===== src/rtl/mips_mc_controller.sv =====
// -----------------------------------------------------------------------------
// mips_mc_controller
//
// Control unit for a multicycle MIPS datapath that shares one memory port
// between instruction fetch and data access. It is a Moore FSM plus an ALU
// decoder. Every datapath mux select and write enable comes from this block.
// A memready handshake lets the shared memory take several cycles per access.
//
// Optional feature: define MIPS_MC_BNE_EN to add bne (opcode 000101) through
// the extra state BNE (12). Without the macro, bne is an illegal opcode.
//
// Parameters:
//   RESET_STATE  state encoding loaded on reset (FETCH = 0)
//
// Ports:
//   clk         in   rising-edge clock
//   reset       in   asynchronous active-low reset (0 = in reset)
//   op          in   [5:0] instr[31:26] from the instruction register
//   funct       in   [5:0] instr[5:0]
//   zero        in   ALU zero flag
//   memready    in   memory access completes this cycle
//   memtoreg    out  register write data from memory
//   regdst      out  destination register is rd
//   iord        out  memory address from ALUOut
//   alusrca     out  ALU A operand from register A
//   alusrcb     out  [1:0] 00 B, 01 const 4, 10 signimm, 11 signimm<<2
//   pcsrc       out  [1:0] 00 ALUResult, 01 ALUOut, 10 jump target
//   alucontrol  out  [2:0] ALU function
//   irwrite     out  instruction register write enable
//   memwrite    out  memory write enable
//   regwrite    out  register file write enable
//   pcen        out  PC write enable
//   illegal     out  one-cycle pulse in DECODE on an unknown opcode
//   state       out  [3:0] current FSM state (debug)
// -----------------------------------------------------------------------------
module mips_mc_controller #(
  parameter logic [3:0] RESET_STATE = 4'd0
) (
  input  logic       clk,
  input  logic       reset,
  input  logic [5:0] op,
  input  logic [5:0] funct,
  input  logic       zero,
  input  logic       memready,
  output logic       memtoreg,
  output logic       regdst,
  output logic       iord,
  output logic       alusrca,
  output logic [1:0] alusrcb,
  output logic [1:0] pcsrc,
  output logic [2:0] alucontrol,
  output logic       irwrite,
  output logic       memwrite,
  output logic       regwrite,
  output logic       pcen,
  output logic       illegal,
  output logic [3:0] state
);

  typedef enum logic [3:0] {
    S_FETCH    = 4'd0,
    S_DECODE   = 4'd1,
    S_MEMADR   = 4'd2,
    S_MEMRD    = 4'd3,
    S_MEMWB    = 4'd4,
    S_MEMWR    = 4'd5,
    S_EXECUTE  = 4'd6,
    S_ALUWB    = 4'd7,
    S_BRANCH   = 4'd8,
    S_ADDIEXEC = 4'd9,
    S_ADDIWB   = 4'd10,
    S_JUMP     = 4'd11,
    S_BNE      = 4'd12
  } state_t;

  localparam logic [5:0] OP_RTYPE = 6'b000000;
  localparam logic [5:0] OP_LW    = 6'b100011;
  localparam logic [5:0] OP_SW    = 6'b101011;
  localparam logic [5:0] OP_BEQ   = 6'b000100;
  localparam logic [5:0] OP_ADDI  = 6'b001000;
  localparam logic [5:0] OP_J     = 6'b000010;
`ifdef MIPS_MC_BNE_EN
  localparam logic [5:0] OP_BNE   = 6'b000101;
`endif

  state_t     r_state;
  state_t     w_next;
  logic       w_memtoreg;
  logic       w_regdst;
  logic       w_iord;
  logic       w_alusrca;
  logic [1:0] w_alusrcb;
  logic [1:0] w_pcsrc;
  logic [1:0] w_aluop;
  logic       w_irwrite;
  logic       w_memwrite;
  logic       w_regwrite;
  logic       w_pcwrite;
  logic       w_branch;
  logic       w_branch_ne;
  logic       w_illegal;

  // Maps aluop/funct to the 3-bit ALU function; unknown encodings fall back to add.
  function automatic logic [2:0] alu_decode(input logic [1:0] aluop,
                                            input logic [5:0] fn);
    logic [2:0] res;
    case (aluop)
      2'b00: res = 3'b010;
      2'b01: res = 3'b110;
      2'b10: begin
        case (fn)
          6'b100000: res = 3'b010;
          6'b100010: res = 3'b110;
          6'b100100: res = 3'b000;
          6'b100101: res = 3'b001;
          6'b101010: res = 3'b111;
          default:   res = 3'b010;
        endcase
      end
      default: res = 3'b010;
    endcase
    return res;
  endfunction

  // State register; reset clears it asynchronously so FETCH shows immediately.
  always_ff @(posedge clk or negedge reset) begin
    if (!reset) begin
      r_state <= state_t'(RESET_STATE);
    end else begin
      r_state <= w_next;
    end
  end

  // Next-state and raw Moore control decode for the current state.
  always_comb begin
    w_next      = S_FETCH;
    w_memtoreg  = 1'b0;
    w_regdst    = 1'b0;
    w_iord      = 1'b0;
    w_alusrca   = 1'b0;
    w_alusrcb   = 2'b00;
    w_pcsrc     = 2'b00;
    w_aluop     = 2'b00;
    w_irwrite   = 1'b0;
    w_memwrite  = 1'b0;
    w_regwrite  = 1'b0;
    w_pcwrite   = 1'b0;
    w_branch    = 1'b0;
    w_branch_ne = 1'b0;
    w_illegal   = 1'b0;
    case (r_state)
      S_FETCH: begin
        // IR and PC+4 are only captured once the fetch read actually completes.
        w_alusrcb = 2'b01;
        w_irwrite = memready;
        w_pcwrite = memready;
        w_next    = memready ? S_DECODE : S_FETCH;
      end
      S_DECODE: begin
        w_alusrcb = 2'b11;
        case (op)
          OP_LW, OP_SW: w_next = S_MEMADR;
          OP_RTYPE:     w_next = S_EXECUTE;
          OP_BEQ:       w_next = S_BRANCH;
          OP_ADDI:      w_next = S_ADDIEXEC;
          OP_J:         w_next = S_JUMP;
`ifdef MIPS_MC_BNE_EN
          OP_BNE:       w_next = S_BNE;
`endif
          default: begin
            w_illegal = 1'b1;
            w_next    = S_FETCH;
          end
        endcase
      end
      S_MEMADR: begin
        w_alusrca = 1'b1;
        w_alusrcb = 2'b10;
        w_next    = (op == OP_SW) ? S_MEMWR : S_MEMRD;
      end
      S_MEMRD: begin
        w_iord = 1'b1;
        w_next = memready ? S_MEMWB : S_MEMRD;
      end
      S_MEMWB: begin
        w_regwrite = 1'b1;
        w_memtoreg = 1'b1;
        w_next     = S_FETCH;
      end
      S_MEMWR: begin
        // Write strobe stays up for the whole wait so the memory sees a stable request.
        w_iord     = 1'b1;
        w_memwrite = 1'b1;
        w_next     = memready ? S_FETCH : S_MEMWR;
      end
      S_EXECUTE: begin
        w_alusrca = 1'b1;
        w_aluop   = 2'b10;
        w_next    = S_ALUWB;
      end
      S_ALUWB: begin
        w_regdst   = 1'b1;
        w_regwrite = 1'b1;
        w_next     = S_FETCH;
      end
      S_BRANCH: begin
        w_alusrca = 1'b1;
        w_aluop   = 2'b01;
        w_pcsrc   = 2'b01;
        w_branch  = 1'b1;
        w_next    = S_FETCH;
      end
      S_ADDIEXEC: begin
        w_alusrca = 1'b1;
        w_alusrcb = 2'b10;
        w_next    = S_ADDIWB;
      end
      S_ADDIWB: begin
        w_regwrite = 1'b1;
        w_next     = S_FETCH;
      end
      S_JUMP: begin
        w_pcsrc   = 2'b10;
        w_pcwrite = 1'b1;
        w_next    = S_FETCH;
      end
`ifdef MIPS_MC_BNE_EN
      S_BNE: begin
        // Same datapath setup as BRANCH; only the taken condition is inverted.
        w_alusrca   = 1'b1;
        w_aluop     = 2'b01;
        w_pcsrc     = 2'b01;
        w_branch_ne = 1'b1;
        w_next      = S_FETCH;
      end
`endif
      default: begin
        w_next = S_FETCH;
      end
    endcase
  end

  // Output stage: while reset is held, every enable and select is forced safe.
  always_comb begin
    if (!reset) begin
      memtoreg   = 1'b0;
      regdst     = 1'b0;
      iord       = 1'b0;
      alusrca    = 1'b0;
      alusrcb    = 2'b00;
      pcsrc      = 2'b00;
      alucontrol = 3'b010;
      irwrite    = 1'b0;
      memwrite   = 1'b0;
      regwrite   = 1'b0;
      pcen       = 1'b0;
      illegal    = 1'b0;
    end else begin
      memtoreg   = w_memtoreg;
      regdst     = w_regdst;
      iord       = w_iord;
      alusrca    = w_alusrca;
      alusrcb    = w_alusrcb;
      pcsrc      = w_pcsrc;
      alucontrol = alu_decode(w_aluop, funct);
      irwrite    = w_irwrite;
      memwrite   = w_memwrite;
      regwrite   = w_regwrite;
      pcen       = w_pcwrite | (w_branch & zero) | (w_branch_ne & ~zero);
      illegal    = w_illegal;
    end
  end

  assign state = r_state;

endmodule


===== config.mk =====
export PLATFORM = sky130hd
export DESIGN_NAME = mips_mc_controller
export DESIGN_NICKNAME = d
export VERILOG_FILES = /design/src/rtl/mips_mc_controller.sv
export SDC_FILE = /design/constraint.sdc
export NUM_CORES = 1
export LEC_CHECK = 0
export ABC_AREA = 1
export CORE_ASPECT_RATIO = 1.2
export CORE_MARGIN = 2
export CORE_UTILIZATION = 40
export CTS_BUF_LIST = sky130_fd_sc_hd__clkbuf_16
export DETAILED_ROUTE_END_ITERATION = 8
export PLACE_DENSITY = 0.94
export SYNTH_ARGS = -nofsm -noshare
export SYNTH_HDL_FRONTEND = slang
export SYNTH_SLANG_ARGS = --single-unit

===== constraint.sdc =====
create_clock -name clk -period 3.7 [get_ports clk]
set_input_delay 1.11 -clock clk [delete_from_list [all_inputs] [get_ports clk]]
set_output_delay 1.11 -clock clk [all_outputs]
set_load 0.05 [all_outputs]

==> results of run 1 <==
[synth_stat cells]
library cell	n
a21oi_1	3
o21ai_0	3
clkbuf_1	1
nand2_2	2
a31oi_1	3
nor3_1	2
inv_1	25
ha_1	2
nand3_1	10
nand2_1	34
dfrtp_1	4
nor2_1	32
nor2_2	3
nand4_1	4
[cells by family (layout without fill, tap and decap cells)]
| family | after synthesis | count (layout) | share of synthesized area |
|---|---|---|---|
| buf+inv | 26 | 65 | 0.154 |
| compound gates | 9 | 9 | 0.0768 |
| fa+ha+maj | 2 | 2 | 0.0394 |
| flops | 4 | 4 | 0.157 |
| simple gates | 87 | 87 | 0.573 |
[worst max-delay path by stage]
stage	end
floorplan	illegal
detailed placement	illegal
global route	illegal
CTS	illegal
global placement	illegal
finish	illegal
[metrics by stage]
| stage | util | power, µW | hold WS (ps) | cells |
|---|---|---|---|---|
| 2_1_floorplan | - | 340 | 814 | 128 |
| 3_3_place_gp | 0.810 | 529 | 692 | 181 |
| 3_5_place_dp | 0.810 | 546 | 708 | 181 |
| 4_1_cts | 0.862 | 717 | 698 | 184 |
| 5_1_grt | 0.862 | 751 | 766 | 184 |
| 6_report | 0.862 | 721 | 720 | 184 |
[area by class of cell]
class | count | area [µm²] | share of cell area
inverters | 25 | 93.8 | 0.0744
well taps | 17 | 21.3 | 0.0169
clock buffers | 3 | 75.1 | 0.0595
multi-input cells | 98 | 445 | 0.353
repair buffers | 37 | 526 | 0.417
flip-flops and latches | 4 | 100 | 0.0794
[metal layers]
| metal | GRT usage | vias up |
|---|---|---|
| met3 | 0.0605 | 14 |
| li1 | - | 474 |
| met1 | 0.283 | 448 |
| met4 | 0.173 | 0 |
| met2 | 0.537 | 65 |
| met5 | 0 | - |
[power by group]
part	internal (µW)	switching (µW)
logic	182	286
clock network	138	31.1
registers	57.6	26.8
[worst min-delay path: stages (launching register included)]
cell     delay (ps)
dfrtp_1         400
o21ai_0         110
nor2_1           90
nand2_1          70
==> impl_metrics.py, run 1 <==
metrics = {
    "outcome": {
        "status": "finished, final reports clean",
    },
    "critical_path": {
        "path_max_fanout": 3,
        "cp_top_family": "buffers and inverters",
        "worstSetupPathType": "in -> out",
        "startpoint_type": "primary input",
        "slowest_delay_ps": 490,
        "worstPathRequired_ps": 2590,
        "worstPathArrival_ps": 2500,
        "worstReg2RegEnd": "state[1]$_DFF_PN0_",
        "crit_chain": "clkdlybuf4s50_1, inv_1, nor2_1, inv_1, nor2_1, nor2_1, nand2_1, nor2_2, buf_12",
        "end_kind": "output port",
        "ff2ff_path_depth": 7,
        "cp.depth": 9,
        "cp_slowest_cell": "clkdlybuf4s50_1",
        "crit_buf_inv": 4,
        "reg2reg_from": "state[0]$_DFF_PN0_",
        "cpMostUsedCell": "nor2_1",
        "cp-startpoint": "op[3]",
        "ff2ff_setup_slack_ps": 2410,
    },
    "floorplanning": {
        "chipWidth_um": 40.4,
        "start_util": 0.434,
        "die_height_um": 47.7,
        "die_area_um2": 1930,
        "core_um2": 1460,
        "pin_count": 36,
        "num_rows": 15,
    },
    "place": {
        "preCtsSetupSlack_ps": 115,
        "dpl.hpwl_um": 1960,
        "gp_congestion": 0.849,
        "io_buffers": 35,
        "dpl-instance-area_um2": 1190,
    },
    "detailed_routing": {
        "drc": 0,
        "vias": 1001,
        "first_pass_iters": 4,
        "dr_wl_met2_um": 1280,
        "detail_route.wl_per_cell_um": 13.1,
        "vias_per_cell": 5.44,
        "met1_length_um": 853,
        "wl_um": 2420,
        "first_iter_violations": 30,
        "top_layer": "met4",
        "antenna_left": 0,
        "wl_met3_um": 197,
    },
    "yosys": {
        "ys_seq_area_frac": 0.157,
        "yosysUniqueCellTypes": 14,
        "synthDominantCellAreaShare": 0.201,
        "ys_top_cells_by_area": "nand2_1 20%, nor2_1 19%, dfrtp_1 16%, inv_1 15%, nand3_1 7.9%",
        "ys_seq_elements": 4,
        "synth_nets": 146,
        "syn_area_um2": 636,
        "synth_area_leader_cell": "nand2_1",
        "synth.avg_cell_area_um2": 4.97,
        "syn-instance-count": 128,
        "yosysWarnings": 0,
    },
    "finish": {
        "area_delta_synth_final_pct": 98.4,
        "layout_common_cells": "34 x nand2_1, 31 x nor2_1, 25 x inv_1",
        "drive_gt1_frac": 0.168,
        "fin_area_um2": 1260,
        "mostFrequentLayoutCell": "nand2_1",
        "largest_reg_flops": 4,
        "fillers": 82,
        "antenna_cells": 0,
        "final_nets": 187,
    },
    "hold_path": {
        "worstHoldPathType": "reg -> reg",
        "min_path_cells": 3,
        "holdPathEnd": "state[0]$_DFF_PN0_",
        "hp-start": "state[3]$_DFF_PN0_",
    },
    "grt": {
        "antenna_found_initial": 0,
        "grt_max_degree": 13,
        "grt_remaining_overflow": 0,
        "grt_pass1_wl_um": 3670,
        "first_global_vias": 896,
        "grt_usage": 0.289,
    },
    "sta": {
        "rsz0062_at_grt": "no",
        "finalSetupViolCount": 0,
        "slew_viol_final": 0,
        "finalSetupTns_ps": 0,
        "relSlewSlack": 0.657,
        "fmaxAchievable_mhz": 277,
        "timing.final.crit_share": 0.974,
        "skew_ps": 3.34,
        "min_period_ps": 3610,
        "worstMarginPinSlew_ps": 513,
        "setup_ws_ps": 94.4,
        "hold_viol_final": 0,
    },
    "pwr": {
        "worst_ir_drop_vdd_uv": 450,
        "power.density_nw_per_um2": 572,
        "p_leak_uw": 0.000636,
    },
    "clock_network": {
        "tritoncts": "built",
        "cts_hold_buf": 0,
        "cts_setup_buffers": 0,
        "clk_pin_slew_ps": 30,
        "htreeDepth": 1,
        "clock_latency_ps": 230,
        "ctsResizeCount": 0,
        "clk_path_buf_depth": 2,
        "clkSinkCount": 4,
        "clockRootBuffer": "clkbuf_16",
        "cts_buffers": 3,
    },
    "job": {
        "drv_cap": 0,
    },
}
Note: power is estimated with default switching activity, not from simulation.
==> run 2, diff against run 1 <==
- REMOVE_ABC_BUFFERS: unset -> 1
==> impl_metrics.py, run 2 (same netlist as run 1, synthesis figures left out) <==
metrics = {
    "place": {
        "dpl-instance-area_um2": 1190,
        "gp_congestion": 0.892,
        "io_buffers": 35,
        "dpl.hpwl_um": 1840,
    },
    "sta": {
        "slew_viol_final": 0,
        "fmaxAchievable_mhz": 282,
        "hold_viol_final": 0,
        "min_period_ps": 3550,
        "hold_slack_ps": 781,
        "timing.final.crit_share": 0.959,
        "relSlewSlack": 0.665,
        "skew_ps": 0.963,
        "worstMarginPinSlew_ps": 501,
        "finalSetupViolCount": 0,
        "rsz0062_at_grt": "no",
    },
    "clock_network": {
        "cts_setup_buffers": 0,
        "clockRootBuffer": "clkbuf_16",
        "clk_path_buf_depth": 2,
        "ctsResizeCount": 0,
        "tritoncts": "built",
        "clock_latency_ps": 220,
        "htreeDepth": 1,
        "clk_pin_slew_ps": 30,
        "clkSinkCount": 4,
        "cts_hold_buf": 0,
        "cts_buffers": 3,
    },
    "job": {
        "drv_cap": 0,
    },
    "critical_path": {
        "end_kind": "output port",
        "slowest_delay_ps": 470,
        "worstSetupPathType": "in -> out",
        "cp_slowest_cell": "clkdlybuf4s50_1",
        "worstReg2RegEnd": "state[0]$_DFF_PN0_",
        "worstPathRequired_ps": 2590,
        "cp_top_family": "buffers and inverters",
        "worstPathArrival_ps": 2440,
        "reg2reg_from": "state[0]$_DFF_PN0_",
        "cpMostUsedCell": "nor2_1",
        "crit_chain": "clkdlybuf4s50_1, inv_1, nor2_1, inv_1, nor2_1, nor2_1, nand2_1, nor2_1, buf_12",
        "startpoint_type": "primary input",
        "path_max_fanout": 3,
        "crit_buf_inv": 4,
        "ff2ff_setup_slack_ps": 2400,
        "ff2ff_path_depth": 5,
    },
    "floorplanning": {
        "die_area_um2": 1930,
        "die_height_um": 47.7,
        "core_um2": 1460,
        "num_rows": 15,
        "start_util": 0.434,
        "chipWidth_um": 40.4,
        "pin_count": 36,
    },
    "finish": {
        "drive_gt1_frac": 0.161,
        "seqCellArea_um2": 100,
        "fin_area_um2": 1260,
        "antenna_cells": 0,
        "final_nets": 188,
        "layout_common_cells": "34 x nand2_1, 32 x nor2_1, 25 x inv_1",
        "area_delta_synth_final_pct": 98.4,
        "largest_reg_flops": 4,
        "mostFrequentLayoutCell": "nand2_1",
        "multi_input_area_um2": 438,
        "fillers": 84,
    },
    "pwr": {
        "p_leak_uw": 0.000640,
        "power.density_nw_per_um2": 569,
        "worst_ir_drop_vdd_uv": 499,
    },
    "detailed_routing": {
        "vias_per_cell": 5.25,
        "antenna_left": 0,
        "first_iter_violations": 27,
        "drc": 0,
        "first_pass_iters": 4,
        "wl_um": 2260,
        "vias": 971,
        "detail_route.wl_per_cell_um": 12.2,
    },
    "grt": {
        "first_global_vias": 978,
        "antenna_found_initial": 0,
        "grt_usage": 0.286,
        "grt_remaining_overflow": 0,
        "grt_max_degree": 12,
        "grt_pass1_wl_um": 3800,
    },
    "outcome": {
        "status": "finished, final reports clean",
    },
    "hold_path": {
        "worstHoldPathType": "reg -> reg",
        "hp-start": "state[3]$_DFF_PN0_",
        "min_path_cells": 4,
        "holdPathEnd": "state[3]$_DFF_PN0_",
    },
}
-- run 2: cell types whose count changed in the layout (fill, tap and decap cells not counted), sizes merged --
cell  before  now
buf       18   19
-- run 2: layout make-up --
class | count | area share
timing repair buffer | 38 | 0.423
multi-input combinational | 98 | 0.347
sequential | 4 | 0.0794
inverter | 25 | 0.0744
clock buffer | 3 | 0.0595
tap | 17 | 0.0169
-- run 2: worst max path at each step --
stage	from	to	slack, ps	cells after the start
after floorplan	reset	illegal	-610	4
after global placement	op[2]	illegal	220	8
after detailed placement	op[3]	illegal	170	9
after CTS	reset	illegal	160	6
after global routing	op[3]	illegal	50	9
final	op[3]	illegal	150	9
-- run 2: worst min-delay path, stage by stage (launching register included) --
cell	delay (ps)
dfrtp_1	410
nand2_1	150
nor2_1	80
inv_1	50
nand2_1	50
-- run 2: per-layer routing --
metal,GRT usage,part of all wire,vias up
li1,-,-,479
met1,0.281,0.35,412
met2,0.524,0.50,62
met3,0.0279,0.083,18
met4,0.227,0.065,0
met5,0,0,-
-- run 2: power by group --
part	internal [µW]	total [µW]	leakage (µW)	switching, µW
Clock	138	169	0.0000370	30.9
Combinational	180	464	0.000549	285
Sequential	57.6	84.4	0.0000537	26.8
-- run 2: metrics by stage --
| step | setup slack (ps) | cells | utilization | TNS (ps) | total power (µW) |
|---|---|---|---|---|---|
| global route | 45.4 | 185 | 0.862 | 0 | 754 |
| global placement | 215 | 182 | 0.810 | 0 | 528 |
| detailed placement | 170 | 182 | 0.810 | 0 | 540 |
| floorplan | -611 | 127 | - | -611 | 335 |
| CTS | 162 | 185 | 0.862 | 0 | 715 |
| finish | 150 | 185 | 0.862 | 0 | 718 |
